## config.mk

```make
export PLATFORM = sky130hd
export DESIGN_NAME = survivor_output_serializer
export DESIGN_NICKNAME = d
export VERILOG_FILES = /design/src/rtl/viterbi_pkg.sv /design/src/rtl/survivor_output_serializer_min4_select.sv /design/src/rtl/survivor_output_serializer.sv
export SDC_FILE = /design/constraint.sdc
export NUM_CORES = 1
export LEC_CHECK = 0
export CORE_UTILIZATION = 47
export DETAILED_ROUTE_END_ITERATION = 10
export PLACE_DENSITY = 0.88
export SYNTH_ARGS = -nofsm -noshare
export SYNTH_HDL_FRONTEND = slang
export SYNTH_SLANG_ARGS = --single-unit
```

## constraint.sdc

```tcl
create_clock -name clk -period 8.7 [get_ports clk]
set_input_delay 1.74 -clock clk [delete_from_list [all_inputs] [get_ports clk]]
set_output_delay 1.74 -clock clk [all_outputs]
set_load 0.01 [all_outputs]
```

## src/rtl/viterbi_pkg.sv

```systemverilog
// Shared Viterbi definitions: default widths, trellis state codes and the
// serializer FSM encoding.
package viterbi_pkg;

   localparam int DEF_MET_W    = 4;
   localparam int DEF_PATH_W   = 8;
   localparam int DEF_PTR_W    = 3;
   localparam int DEF_LAST_PTR = 7;

   typedef enum logic [1:0] {
      S00 = 2'b00,
      S01 = 2'b01,
      S10 = 2'b10,
      S11 = 2'b11
   } state_code_t;

   localparam logic [0:0] IDLE  = 1'b0;
   localparam logic [0:0] SHIFT = 1'b1;

endpackage

```

## src/rtl/survivor_output_serializer_min4_select.sv

```systemverilog
// Combinational minimum-of-four path-metric selector. Ties resolve to the lowest
// state index. The winning metric port exists only when BEST_METRIC_OUT_EN is defined.
module min4_select
   import viterbi_pkg::*;
#(
   parameter int MET_W = DEF_MET_W
) (
   input  logic [MET_W-1:0] metric_00,
   input  logic [MET_W-1:0] metric_01,
   input  logic [MET_W-1:0] metric_10,
   input  logic [MET_W-1:0] metric_11,
   output logic [1:0]       win_idx
`ifdef BEST_METRIC_OUT_EN
   ,
   output logic [MET_W-1:0] win_metric
`endif
);

   logic             lo_pick;
   logic             hi_pick;
   logic [MET_W-1:0] lo_metric;
   logic [MET_W-1:0] hi_metric;
   logic             hi_wins;

   // Strict less-than at every node keeps ties on the lower index.
   always_comb begin
      lo_pick   = metric_01 < metric_00;
      lo_metric = lo_pick ? metric_01 : metric_00;
      hi_pick   = metric_11 < metric_10;
      hi_metric = hi_pick ? metric_11 : metric_10;
      hi_wins   = hi_metric < lo_metric;
      win_idx   = hi_wins ? {1'b1, hi_pick} : {1'b0, lo_pick};
   end

`ifdef BEST_METRIC_OUT_EN
   assign win_metric = hi_wins ? hi_metric : lo_metric;
`endif

endmodule

```

## src/rtl/survivor_output_serializer.sv

```systemverilog
// Captures the best survivor of each completed ACS frame into a one-frame hold
// buffer and shifts it out MSB first over valid/ready. Optional macro: BEST_METRIC_OUT_EN.
module survivor_output_serializer
   import viterbi_pkg::*;
#(
   parameter int MET_W    = DEF_MET_W,
   parameter int PATH_W   = DEF_PATH_W,
   parameter int PTR_W    = DEF_PTR_W,
   parameter int LAST_PTR = DEF_LAST_PTR
) (
   input  logic              clk,
   input  logic              rst,
   input  logic              valid_in,
   input  logic [PTR_W-1:0]  write_pointer,
   input  logic [MET_W-1:0]  new_branch_metric_00,
   input  logic [MET_W-1:0]  new_branch_metric_01,
   input  logic [MET_W-1:0]  new_branch_metric_10,
   input  logic [MET_W-1:0]  new_branch_metric_11,
   input  logic [PATH_W-1:0] selected_branch_at_00,
   input  logic [PATH_W-1:0] selected_branch_at_01,
   input  logic [PATH_W-1:0] selected_branch_at_10,
   input  logic [PATH_W-1:0] selected_branch_at_11,
   output logic              bit_out,
   output logic              bit_valid,
   input  logic              bit_ready,
   output logic              frame_last,
   output logic              busy,
   output logic              overflow
`ifdef BEST_METRIC_OUT_EN
   ,
   output logic [1:0]        best_state,
   output logic [MET_W-1:0]  best_metric
`endif
);

   localparam int CNT_W = (PATH_W > 1) ? $clog2(PATH_W) : 1;

   logic [1:0]        win_idx;
   logic [PATH_W-1:0] win_path;
   logic [PATH_W-1:0] hold_path;
   logic [PATH_W-1:0] shreg;
   logic              hold_full;
   logic [CNT_W-1:0]  cnt;
   logic [0:0]        state;
   logic              capture;
   logic              handshake;
   logic              last_bit;
   logic              drain;

`ifdef BEST_METRIC_OUT_EN
   logic [MET_W-1:0]  win_metric;
   logic [1:0]        hold_state;
   logic [MET_W-1:0]  hold_metric;
`endif

   min4_select #(.MET_W(MET_W)) u_min4 (
      .metric_00 (new_branch_metric_00),
      .metric_01 (new_branch_metric_01),
      .metric_10 (new_branch_metric_10),
      .metric_11 (new_branch_metric_11),
      .win_idx   (win_idx)
`ifdef BEST_METRIC_OUT_EN
      ,
      .win_metric(win_metric)
`endif
   );

   always_comb begin
      win_path = selected_branch_at_00;
      case (win_idx)
         S01:     win_path = selected_branch_at_01;
         S10:     win_path = selected_branch_at_10;
         S11:     win_path = selected_branch_at_11;
         default: win_path = selected_branch_at_00;
      endcase
   end

   // drain marks the cycle in which the hold buffer moves into shreg, which
   // frees it for a capture arriving in that same cycle.
   assign capture   = valid_in && (write_pointer == PTR_W'(LAST_PTR));
   assign handshake = (state == SHIFT) && bit_ready;
   assign last_bit  = (cnt == CNT_W'(PATH_W - 1));
   assign drain     = hold_full && ((state == IDLE) || (handshake && last_bit));

   assign bit_valid  = (state == SHIFT);
   assign bit_out    = (state == SHIFT) && shreg[PATH_W-1];
   assign frame_last = (state == SHIFT) && last_bit;
   assign busy       = (state != IDLE) || hold_full;

   always_ff @(posedge clk) begin
      if (rst) begin
         state     <= IDLE;
         hold_full <= 1'b0;
         hold_path <= '0;
         shreg     <= '0;
         cnt       <= '0;
         overflow  <= 1'b0;
      end else begin
         if (capture) begin
            if (!hold_full || drain) begin
               hold_path <= win_path;
               hold_full <= 1'b1;
            end else begin
               overflow <= 1'b1;
            end
         end else if (drain) begin
            hold_full <= 1'b0;
         end

         case (state)
            IDLE: begin
               if (hold_full) begin
                  shreg <= hold_path;
                  cnt   <= '0;
                  state <= SHIFT;
               end
            end
            SHIFT: begin
               if (handshake) begin
                  if (last_bit) begin
                     cnt <= '0;
                     if (hold_full) begin
                        shreg <= hold_path;
                     end else begin
                        shreg <= '0;
                        state <= IDLE;
                     end
                  end else begin
                     shreg <= shreg << 1;
                     cnt   <= cnt + 1'b1;
                  end
               end
            end
            default: state <= IDLE;
         endcase
      end
   end

`ifdef BEST_METRIC_OUT_EN
   // State/metric tags ride through the hold buffer in lockstep with the survivor.
   always_ff @(posedge clk) begin
      if (rst) begin
         hold_state  <= '0;
         hold_metric <= '0;
         best_state  <= '0;
         best_metric <= '0;
      end else begin
         if (capture && (!hold_full || drain)) begin
            hold_state  <= win_idx;
            hold_metric <= win_metric;
         end
         if (drain) begin
            best_state  <= hold_state;
            best_metric <= hold_metric;
         end
      end
   end
`endif

endmodule
```

==> flow_summary.json, run 1 <==
{
  "outcome": "finished, final reports clean",
  "io_buffers": 59,
  "period_share": 0.555,
  "drt_iter0_markers": 74,
  "postRouteAntennaNets": 0,
  "clockRootBuffer": "clkbuf_4",
  "areaGrowthSynthToFinish_pct": 44.6,
  "grt_pass1_vias": 1317,
  "ios": 60,
  "multi_input_area_sq_um": 1000,
  "min_from": "hold_path[1]",
  "synth-seq-cells": 22,
  "reg2reg_depth": 6,
  "grt_max_degree": 17,
  "ys_types": 34,
  "arrival_ns": 5.05,
  "rsz0062_at_grt": "false",
  "chipHeight_um": 58.7,
  "core_area_sq_um": 3050,
  "reg2reg_slack_ns": 6.48,
  "cts_tree": "built",
  "vias": 1424,
  "worst_pin_slew_ns": 0.887,
  "endpoint_kind": "register",
  "cell_internal_pwr_uw": 201,
  "fin_tns_setup_ns": 0,
  "setup.worst_path.start_class": "input port",
  "setup_viol": 0,
  "maxSlewViolCount": 0,
  "syn_area_sq_um": 1510,
  "post_cts_buffers": 0,
  "place_congestion": 0.756,
  "r2r_start": "cnt[0]",
  "path_common_cell": "ha_1",
  "numCtsBuffers": 3,
  "crit_type": "input port to register",
  "grt_overflow": 0,
  "min_to": "hold_path[1]",
  "die_w_um": 58.7,
  "antenna_found_initial": 0,
  "clockBufferDepth": 2,
  "grt_first_pass_wirelength_um": 5630,
  "fin_skew_ns": 0.00757,
  "clkSinkCount": 22,
  "power_frac_clock": 0.290,
  "async_reset_ff_frac": 0,
  "ys.flop_type": "dfxtp_1",
  "cts.clk_slew.worst_paths_ns": 0.13,
  "drc_errors": 0,
  "initial_core_util": 0.495,
  "critPathMaxStageDelay_ns": 0.74,
  "r2r_end": "hold_path[1]",
  "syn_inst": 173,
  "p_seq_frac": 0.389,
  "insertion_delay_ns": 0.31,
  "worst_slack_ns": 3.87,
  "yosys_warnings": 0,
  "seq_area_sq_um": 440,
  "insertedDiodeCount": 0,
  "num_rows": 20,
  "p_per_area_nw_per_um2": 123,
  "hold_viol": 0,
  "crit_chain": "clkdlybuf4s50_1, inv_1, ha_1, a2111oi_2, nor3_2, mux2_1, ha_1, a21o_1, a21oi_1, o21ai_4, mux2i_1, a22o_1",
  "slowest_stage": "nor3_2",
  "drive_gt1_frac": 0.0391,
  "vias_per_cell": 5.20,
  "p_sw_frac": 0.256,
  "wirelength_um": 3410,
  "hold_buffers": 0,
  "final_cell_mix": "clkdlybuf4s50_1 (59), mux2i_1 (26), dfxtp_1 (22)",
  "synthesis.nets": 241,
  "h-tree-depth": 1,
  "synth_edf_count": 0,
  "min_path_cells": 1,
  "period_minus_slack_ns": 4.83,
  "dieArea_sq_um": 3450,
  "total_leakage_power_nw": 0.966,
  "max_cap_viol_count": 0,
  "routedWlPerCell_um": 12.5,
  "power.switching_uw": 69.2,
  "postCtsResizedCells": 0,
  "relSlewSlack": 0.406,
  "fillCellCount": 254,
  "nets": 299,
  "ir_worst_vdd_mv": 0.0570,
  "crit_fanout": 10,
  "place_hpwl_um": 2870,
  "ys_seq_area_frac": 0.291,
  "fmax_mhz": 207,
  "p_comb_frac": 0.322,
  "track_usage": 0.212,
  "drtPass1Iterations": 4,
  "layout_commonest_cell": "clkdlybuf4s50_1",
  "place_ws_ns": 3.52,
  "postSynthAreaPerCell_sq_um": 8.74,
  "crit_required_ns": 8.92,
  "hp-class": "register to register"
}
per-stage QoR:
stage | area, sq um | instances | hold WS, ns | util | power [mW]
5_1_grt | 2190 | 274 | 0.512 | 0.716 | 0.283
3_3_place_gp | 2130 | 270 | 0.455 | 0.699 | 0.193
2_1_floorplan | 1510 | 173 | 0.443 | - | 0.160
3_5_place_dp | 2130 | 270 | 0.458 | 0.699 | 0.194
6_report | 2190 | 274 | 0.493 | 0.716 | 0.270
4_1_cts | 2190 | 274 | 0.494 | 0.716 | 0.272
state kept, by name (all words and copies together), names as in the netlist:
name	cells
overflow	1
hold_full	1
hold_path	8
cnt	3
bit_valid	1
shreg	8
synth_stat cells (all sizes together) (5+ instances only):
cell | instances | area share
o21ai | 5 | 0.024
ha | 13 | 0.11
inv | 10 | 0.025
dfxtp | 22 | 0.29
nand2 | 5 | 0.012
o22ai | 9 | 0.037
mux2i | 26 | 0.17
nor2b | 8 | 0.033
nor3 | 11 | 0.036
a21oi | 8 | 0.026
a22o | 8 | 0.046
nor2 | 18 | 0.045
layer usage:
| metal | up-vias | part of all wire | global-route usage |
|---|---|---|---|
| met5 | - | 0 | 0 |
| met4 | 0 | 0.011 | 0.0612 |
| met3 | 4 | 0.049 | 0.0308 |
| met2 | 43 | 0.52 | 0.406 |
| met1 | 629 | 0.42 | 0.240 |
| li1 | 748 | - | - |
logic make-up after synthesis:
logic type / Yosys count / share of synthesized area
simple gates: 52 / 0.168
compound gates: 41 / 0.198
mux: 28 / 0.187
flops: 22 / 0.291
buf+inv: 17 / 0.0488
fa+ha+maj: 13 / 0.108
cell type report:
| type | instances | share of cell area |
|---|---|---|
| Timing Repair Buffer | 60 | 0.273 |
| Inverter | 10 | 0.0172 |
| Tap cell | 44 | 0.0252 |
| Clock inverter | 1 | 0.0137 |
| Sequential cell | 22 | 0.201 |
| Clock buffer | 3 | 0.0103 |
| Multi-Input combinational cell | 134 | 0.459 |
worst max path at each step:
stage	startpoint	endpoint	depth (start not counted)
finish	new_branch_metric_10[1]	hold_path[1]	12
CTS	new_branch_metric_10[1]	hold_path[1]	12
detailed placement	new_branch_metric_10[1]	hold_path[1]	12
floorplan	new_branch_metric_10[1]	hold_path[1]	12
global placement	new_branch_metric_10[1]	hold_path[1]	12
global route	new_branch_metric_10[2]	hold_path[1]	12
power by group through the flow:
| stage | Sequential, mW | Combinational (mW) | Clock, mW |
|---|---|---|---|
| finish | 0.105 | 0.0869 | 0.0782 |
| detailed placement | 0.107 | 0.0872 | 0 |
| global placement | 0.107 | 0.0859 | 0 |
| CTS | 0.105 | 0.0874 | 0.0795 |
| global route | 0.105 | 0.0955 | 0.0818 |
| floorplan | 0.107 | 0.0531 | 0 |
critical path: cells and delay by family:
family,cells,cell delay (ns)
mux,2,0.54
simple gates,1,0.74
compound gates,5,0.90
buf+inv,2,0.53
fa+ha+maj,2,0.60
(Power assumes the default switching activity.)
==> inputs of run 2 (changes only) <==
--- a/config.mk
+++ b/config.mk
@@ -5,9 +5,9 @@
 export SDC_FILE = /design/constraint.sdc
 export NUM_CORES = 1
 export LEC_CHECK = 0
-export CORE_UTILIZATION = 47
+export CORE_UTILIZATION = 43
 export DETAILED_ROUTE_END_ITERATION = 10
-export PLACE_DENSITY = 0.88
+export PLACE_DENSITY = 0.81
 export SYNTH_ARGS = -nofsm -noshare
 export SYNTH_HDL_FRONTEND = slang
 export SYNTH_SLANG_ARGS = --single-unit
==> constraint.sdc (replaced) <==
create_clock -name clk -period 4.8 [get_ports clk]
set_input_delay 0.96 -clock clk [delete_from_list [all_inputs] [get_ports clk]]
set_output_delay 0.96 -clock clk [all_outputs]
set_load 0.01 [all_outputs]
==> run 2 against run 1 <==
Compared with the run above: sequential share of layout area rose by 0.19 points; clock skew fell by 0.0060 ns; power rose by 59%; first-iteration DRC count fell by 22%; final cell count rose by 0.73%; worst setup slack got worse by 2.8 ns; flip-flop and latch count did not move; critical path type unchanged; die area rose by 9.0%; global-route usage fell by 2.7 points; routed wire length fell by 2.2%; clock power rose by 0.6%.
==> flow_summary.json, run 2 (synthesis gave the netlist of run 1 again) <==
{
  "min_from": "hold_path[2]",
  "critical_path.top_delay_family": "compound AO/OA/AOI/OAI gates",
  "core_area_sq_um": 3360,
  "nets": 300,
  "fin_skew_ns": 0.00156,
  "crit_chain": "clkdlybuf4s50_1, inv_1, ha_1, a2111oi_2, nor3_2, mux2_1, ha_1, a21o_1, a21oi_1, o21ai_4, mux2i_1, a22o_1",
  "place_hpwl_um": 2790,
  "chipHeight_um": 61.3,
  "path_common_cell": "ha_1",
  "cts.clk_slew.worst_paths_ns": 0.11,
  "grt_pass1_vias": 1291,
  "initial_core_util": 0.450,
  "post_cts_buffers": 0,
  "vias_per_cell": 5.25,
  "power.switching_uw": 120,
  "cts_tree": "built",
  "fmax_mhz": 265,
  "largest_registers": "hold_path (8), shreg (8), cnt (3)",
  "grt_first_pass_wirelength_um": 5250,
  "hp-class": "register to register",
  "place_ws_ns": 0.725,
  "vias": 1449,
  "place_congestion": 0.802,
  "critPathMaxStageDelay_ns": 0.47,
  "total_leakage_power_nw": 0.957,
  "antenna_found_initial": 0,
  "p_comb_frac": 0.374,
  "reg2reg_depth": 6,
  "outcome": "finished, final reports clean",
  "p_seq_frac": 0.443,
  "r2r_start": "cnt[0]",
  "insertion_delay_ns": 0.29,
  "die_w_um": 61.3,
  "clockRootBuffer": "clkbuf_4",
  "rsz0062_at_grt": "false",
  "crit_type": "input port to register",
  "clkSinkCount": 22,
  "hold_viol": 0,
  "clockBufferDepth": 2,
  "numCtsBuffers": 3,
  "worst-path-buf-inv": 2,
  "crit_required_ns": 5.00,
  "h-tree-depth": 1,
  "setup.worst_path.start_class": "input port",
  "layout_commonest_cell": "clkdlybuf4s50_1",
  "drc_errors": 0,
  "min_path_cells": 1,
  "fillCellCount": 312,
  "drtPass1Iterations": 4,
  "reg2reg_slack_ns": 2.58,
  "drt_iter0_markers": 58,
  "endpoint_kind": "register",
  "period_minus_slack_ns": 3.77,
  "routedWlPerCell_um": 12.1,
  "grt_overflow": 0,
  "r2r_end": "hold_path[1]",
  "arrival_ns": 3.97,
  "utilization": 0.644,
  "postRouteAntennaNets": 0,
  "insertedDiodeCount": 0,
  "p_sw_frac": 0.278,
  "ios": 60,
  "slowest_stage": "clkdlybuf4s50_1",
  "min_to": "hold_path[2]",
  "grt_max_degree": 17,
  "p_per_area_nw_per_um2": 198,
  "io_buffers": 59,
  "num_rows": 21,
  "dieArea_sq_um": 3760,
  "areaGrowthSynthToFinish_pct": 43.3,
  "track_usage": 0.185,
  "wirelength_um": 3340,
  "worst_slack_ns": 1.03,
  "crit_fanout": 8,
  "fin_tns_setup_ns": 0,
  "cell_internal_pwr_uw": 310,
  "max_cap_viol_count": 0,
  "worst_pin_slew_ns": 0.831,
  "maxSlewViolCount": 0,
  "power.total_uw": 430,
  "power_frac_clock": 0.183,
  "period_share": 0.785,
  "postCtsResizedCells": 0,
  "drive_gt1_frac": 0.0391,
  "setup_viol": 0,
  "hold_buffers": 0,
  "relSlewSlack": 0.441,
  "final_cell_mix": "clkdlybuf4s50_1 (59), mux2i_1 (26), dfxtp_1 (22)",
  "ir_worst_vdd_mv": 0.110
}
[run 2: worst max path at each step]
stage	startpoint	end	slack (ns)	depth (start not counted)
final	new_branch_metric_10[1]	hold_path[1]	1.03	12
after global routing	new_branch_metric_10[1]	hold_path[1]	0.88	12
after CTS	new_branch_metric_10[1]	hold_path[1]	1.04	12
after detailed placement	new_branch_metric_10[1]	hold_path[1]	0.73	12
after global placement	new_branch_metric_10[1]	hold_path[1]	0.83	12
after floorplan	new_branch_metric_10[1]	hold_path[1]	1.34	12
[run 2: metrics by stage]
step / hold slack [ns] / std cells / instance area [sq um]
3_5_place_dp: 0.476 / 273 / 2140
3_3_place_gp: 0.465 / 273 / 2140
5_1_grt: 0.521 / 276 / 2170
6_report: 0.503 / 276 / 2170
4_1_cts: 0.503 / 276 / 2170
2_1_floorplan: 0.443 / 173 / 1510
[run 2: cell type report]
type	instances	area, sq um	share of cell area
clock buffers	3	22.5	0.0104
repair buffers	61	606	0.279
flip-flops and latches	22	440	0.203
multi-input cells	134	1000	0.463
well taps	46	57.6	0.0266
inverters	10	37.5	0.0173
[run 2: power by group through the flow]
stage          clock network [mW]  registers [mW]  logic (mW)
3_5_place_dp                    0           0.194       0.162
3_3_place_gp                    0           0.194       0.158
2_1_floorplan                   0           0.193      0.0962
6_report                   0.0787           0.190       0.161
4_1_cts                    0.0803           0.190       0.162
5_1_grt                    0.0878           0.191       0.175
[run 2: layer usage]
| metal | global-route usage | part of all wire |
|---|---|---|
| met1 | 0.218 | 0.45 |
| met2 | 0.351 | 0.50 |
| met3 | 0.0252 | 0.042 |
| met4 | 0.0422 | 0.0063 |
| met5 | 0 | 0 |
==> inputs of run 3 (changes only) <==
==> constraint.sdc (replaced) <==
create_clock -name clk -period 3.55 [get_ports clk]
set_input_delay 0.71 -clock clk [delete_from_list [all_inputs] [get_ports clk]]
set_output_delay 0.71 -clock clk [all_outputs]
set_load 0.01 [all_outputs]
==> run 3 against run 2 <==
Compared with the run above: clock skew up 0.0026 ns; routed wire length up 2.0%; worst setup slack got worse by 0.86 ns; non-clock buffer count rose by 8; via count up 2.6%; first-iteration DRC count rose by 57%; flip-flop and latch count unchanged; core utilization up 2.4 points; final area up 3.8%; final cell count grew 3.3%; combinational power up 43%; largest power group unchanged.
==> flow_summary.json, run 3 (synthesis gave the netlist of run 1 again) <==
{
  "outcome": "finished, final reports clean",
  "power.total_uw": 619,
  "core_area_sq_um": 3360,
  "nets": 308,
  "final_area_sq_um": 2250,
  "whs_ns": 0.488,
  "fin_tns_setup_ns": 0,
  "endpoint_kind": "register",
  "grt_pass1_vias": 1378,
  "relSlewSlack": 0.434,
  "worst_pin_slew_ns": 0.842,
  "cts_tree": "built",
  "crit_fanout": 8,
  "clockBufferDepth": 2,
  "met3WireLength_um": 147,
  "vias": 1487,
  "clockRootBuffer": "clkbuf_4",
  "crit_type": "input port to register",
  "crit_required_ns": 3.75,
  "grt_max_degree": 13,
  "drt-met1-wl_um": 1530,
  "p_comb_frac": 0.372,
  "top_layer": "met4",
  "p_seq_frac": 0.415,
  "antenna_found_initial": 0,
  "cts.clk_slew.worst_paths_ns": 0.11,
  "worst_slack_ns": 0.176,
  "max_cap_viol_count": 0,
  "cell_internal_pwr_uw": 452,
  "grt_first_pass_wirelength_um": 5700,
  "io_buffers": 59,
  "insertedDiodeCount": 0,
  "fmax_mhz": 296,
  "insertion_delay_ns": 0.29,
  "clkSinkCount": 22,
  "setup.worst_path.start_class": "input port",
  "areaGrowthSynthToFinish_pct": 48.6,
  "chipHeight_um": 61.3,
  "period_share": 0.950,
  "dp.cells": 281,
  "postCtsResizedCells": 0,
  "setup_viol": 0,
  "ios": 60,
  "p_sw_frac": 0.269,
  "total_leakage_power_nw": 1.00,
  "drtPass1Iterations": 4,
  "hold_buffers": 0,
  "hold_viol": 0,
  "num_rows": 21,
  "fin_skew_ns": 0.00412,
  "layout_commonest_cell": "clkdlybuf4s50_1",
  "power.switching_uw": 166,
  "wirelength_um": 3410,
  "drt_iter0_markers": 91,
  "drc_errors": 0,
  "final_cells": 285,
  "utilization": 0.669,
  "dr_wl_met2_um": 1700,
  "h-tree-depth": 1,
  "ir_worst_vdd_mv": 0.116,
  "arrival_ns": 3.57,
  "drive_gt1_frac": 0.0837,
  "power_frac_clock": 0.213,
  "p_per_area_nw_per_um2": 275,
  "maxSlewViolCount": 0,
  "track_usage": 0.201,
  "hp-class": "register to register",
  "initial_core_util": 0.450,
  "vias_per_cell": 5.22,
  "place_hpwl_um": 2870,
  "rsz0062_at_grt": "false",
  "final_cell_mix": "clkdlybuf4s50_1 (59), mux2i_1 (26), dfxtp_1 (22)",
  "period_minus_slack_ns": 3.37,
  "post_cts_buffers": 0,
  "largest_registers": "hold_path (8), shreg (8), cnt (3)",
  "numCtsBuffers": 3,
  "place_area_sq_um": 2200,
  "grt_overflow": 0,
  "postRouteAntennaNets": 0,
  "place_ws_ns": -0.216,
  "place_congestion": 0.822,
  "dieArea_sq_um": 3760,
  "die_w_um": 61.3,
  "routedWlPerCell_um": 12.0
}
[run 3: changes by cell type in the layout (fill, tap and decap cells not counted)]
cell	change
a21oi_1	-2
a21oi_2	+2
buf_4	+8
clkbuf_8	+1
[run 3: final cells by class]
type	count	area (sq um)
sequential	22	440
tap	46	57.6
inverter	10	37.5
multi-input combinational	134	1010
fill	297	1110
timing repair buffer	69	666
clock buffer	4	36.3
[run 3: critical path, cell delays in order]
cell             delay, ns
clkdlybuf4s50_1       0.48
inv_1                 0.04
ha_1                  0.31
a2111oi_2             0.34
nor3_2                0.11
buf_4                 0.15
mux2_1                0.32
ha_1                  0.28
nand3_1               0.12
o21ai_4               0.35
mux2i_1               0.13
a22o_1                0.23
[run 3: path summary, 6_finish.rpt]
path	from	endpoint	slack, ns	depth (start not counted)
worst max-delay path	new_branch_metric_10[1]	hold_path[1]	0.18	12
worst min-delay path	overflow	overflow	0.49	2
worst max register to register	cnt[0]	hold_path[1]	1.32	6
worst min register to register	overflow	overflow	0.49	2
[run 3: power by group through the flow]
| stage | sequential [mW] | combinational (mW) | clock [mW] |
|---|---|---|---|
| global placement | 0.262 | 0.223 | 0 |
| detailed placement | 0.262 | 0.228 | 0 |
| CTS | 0.257 | 0.229 | 0.135 |
| floorplan | 0.261 | 0.130 | 0 |
| global route | 0.258 | 0.254 | 0.145 |
| finish | 0.257 | 0.230 | 0.131 |
[run 3: metal layers]
metal,vias up,GRT usage
li1,764,-
met1,680,0.244
met2,41,0.370
met3,2,0.0315
met4,0,0.0487
met5,-,0
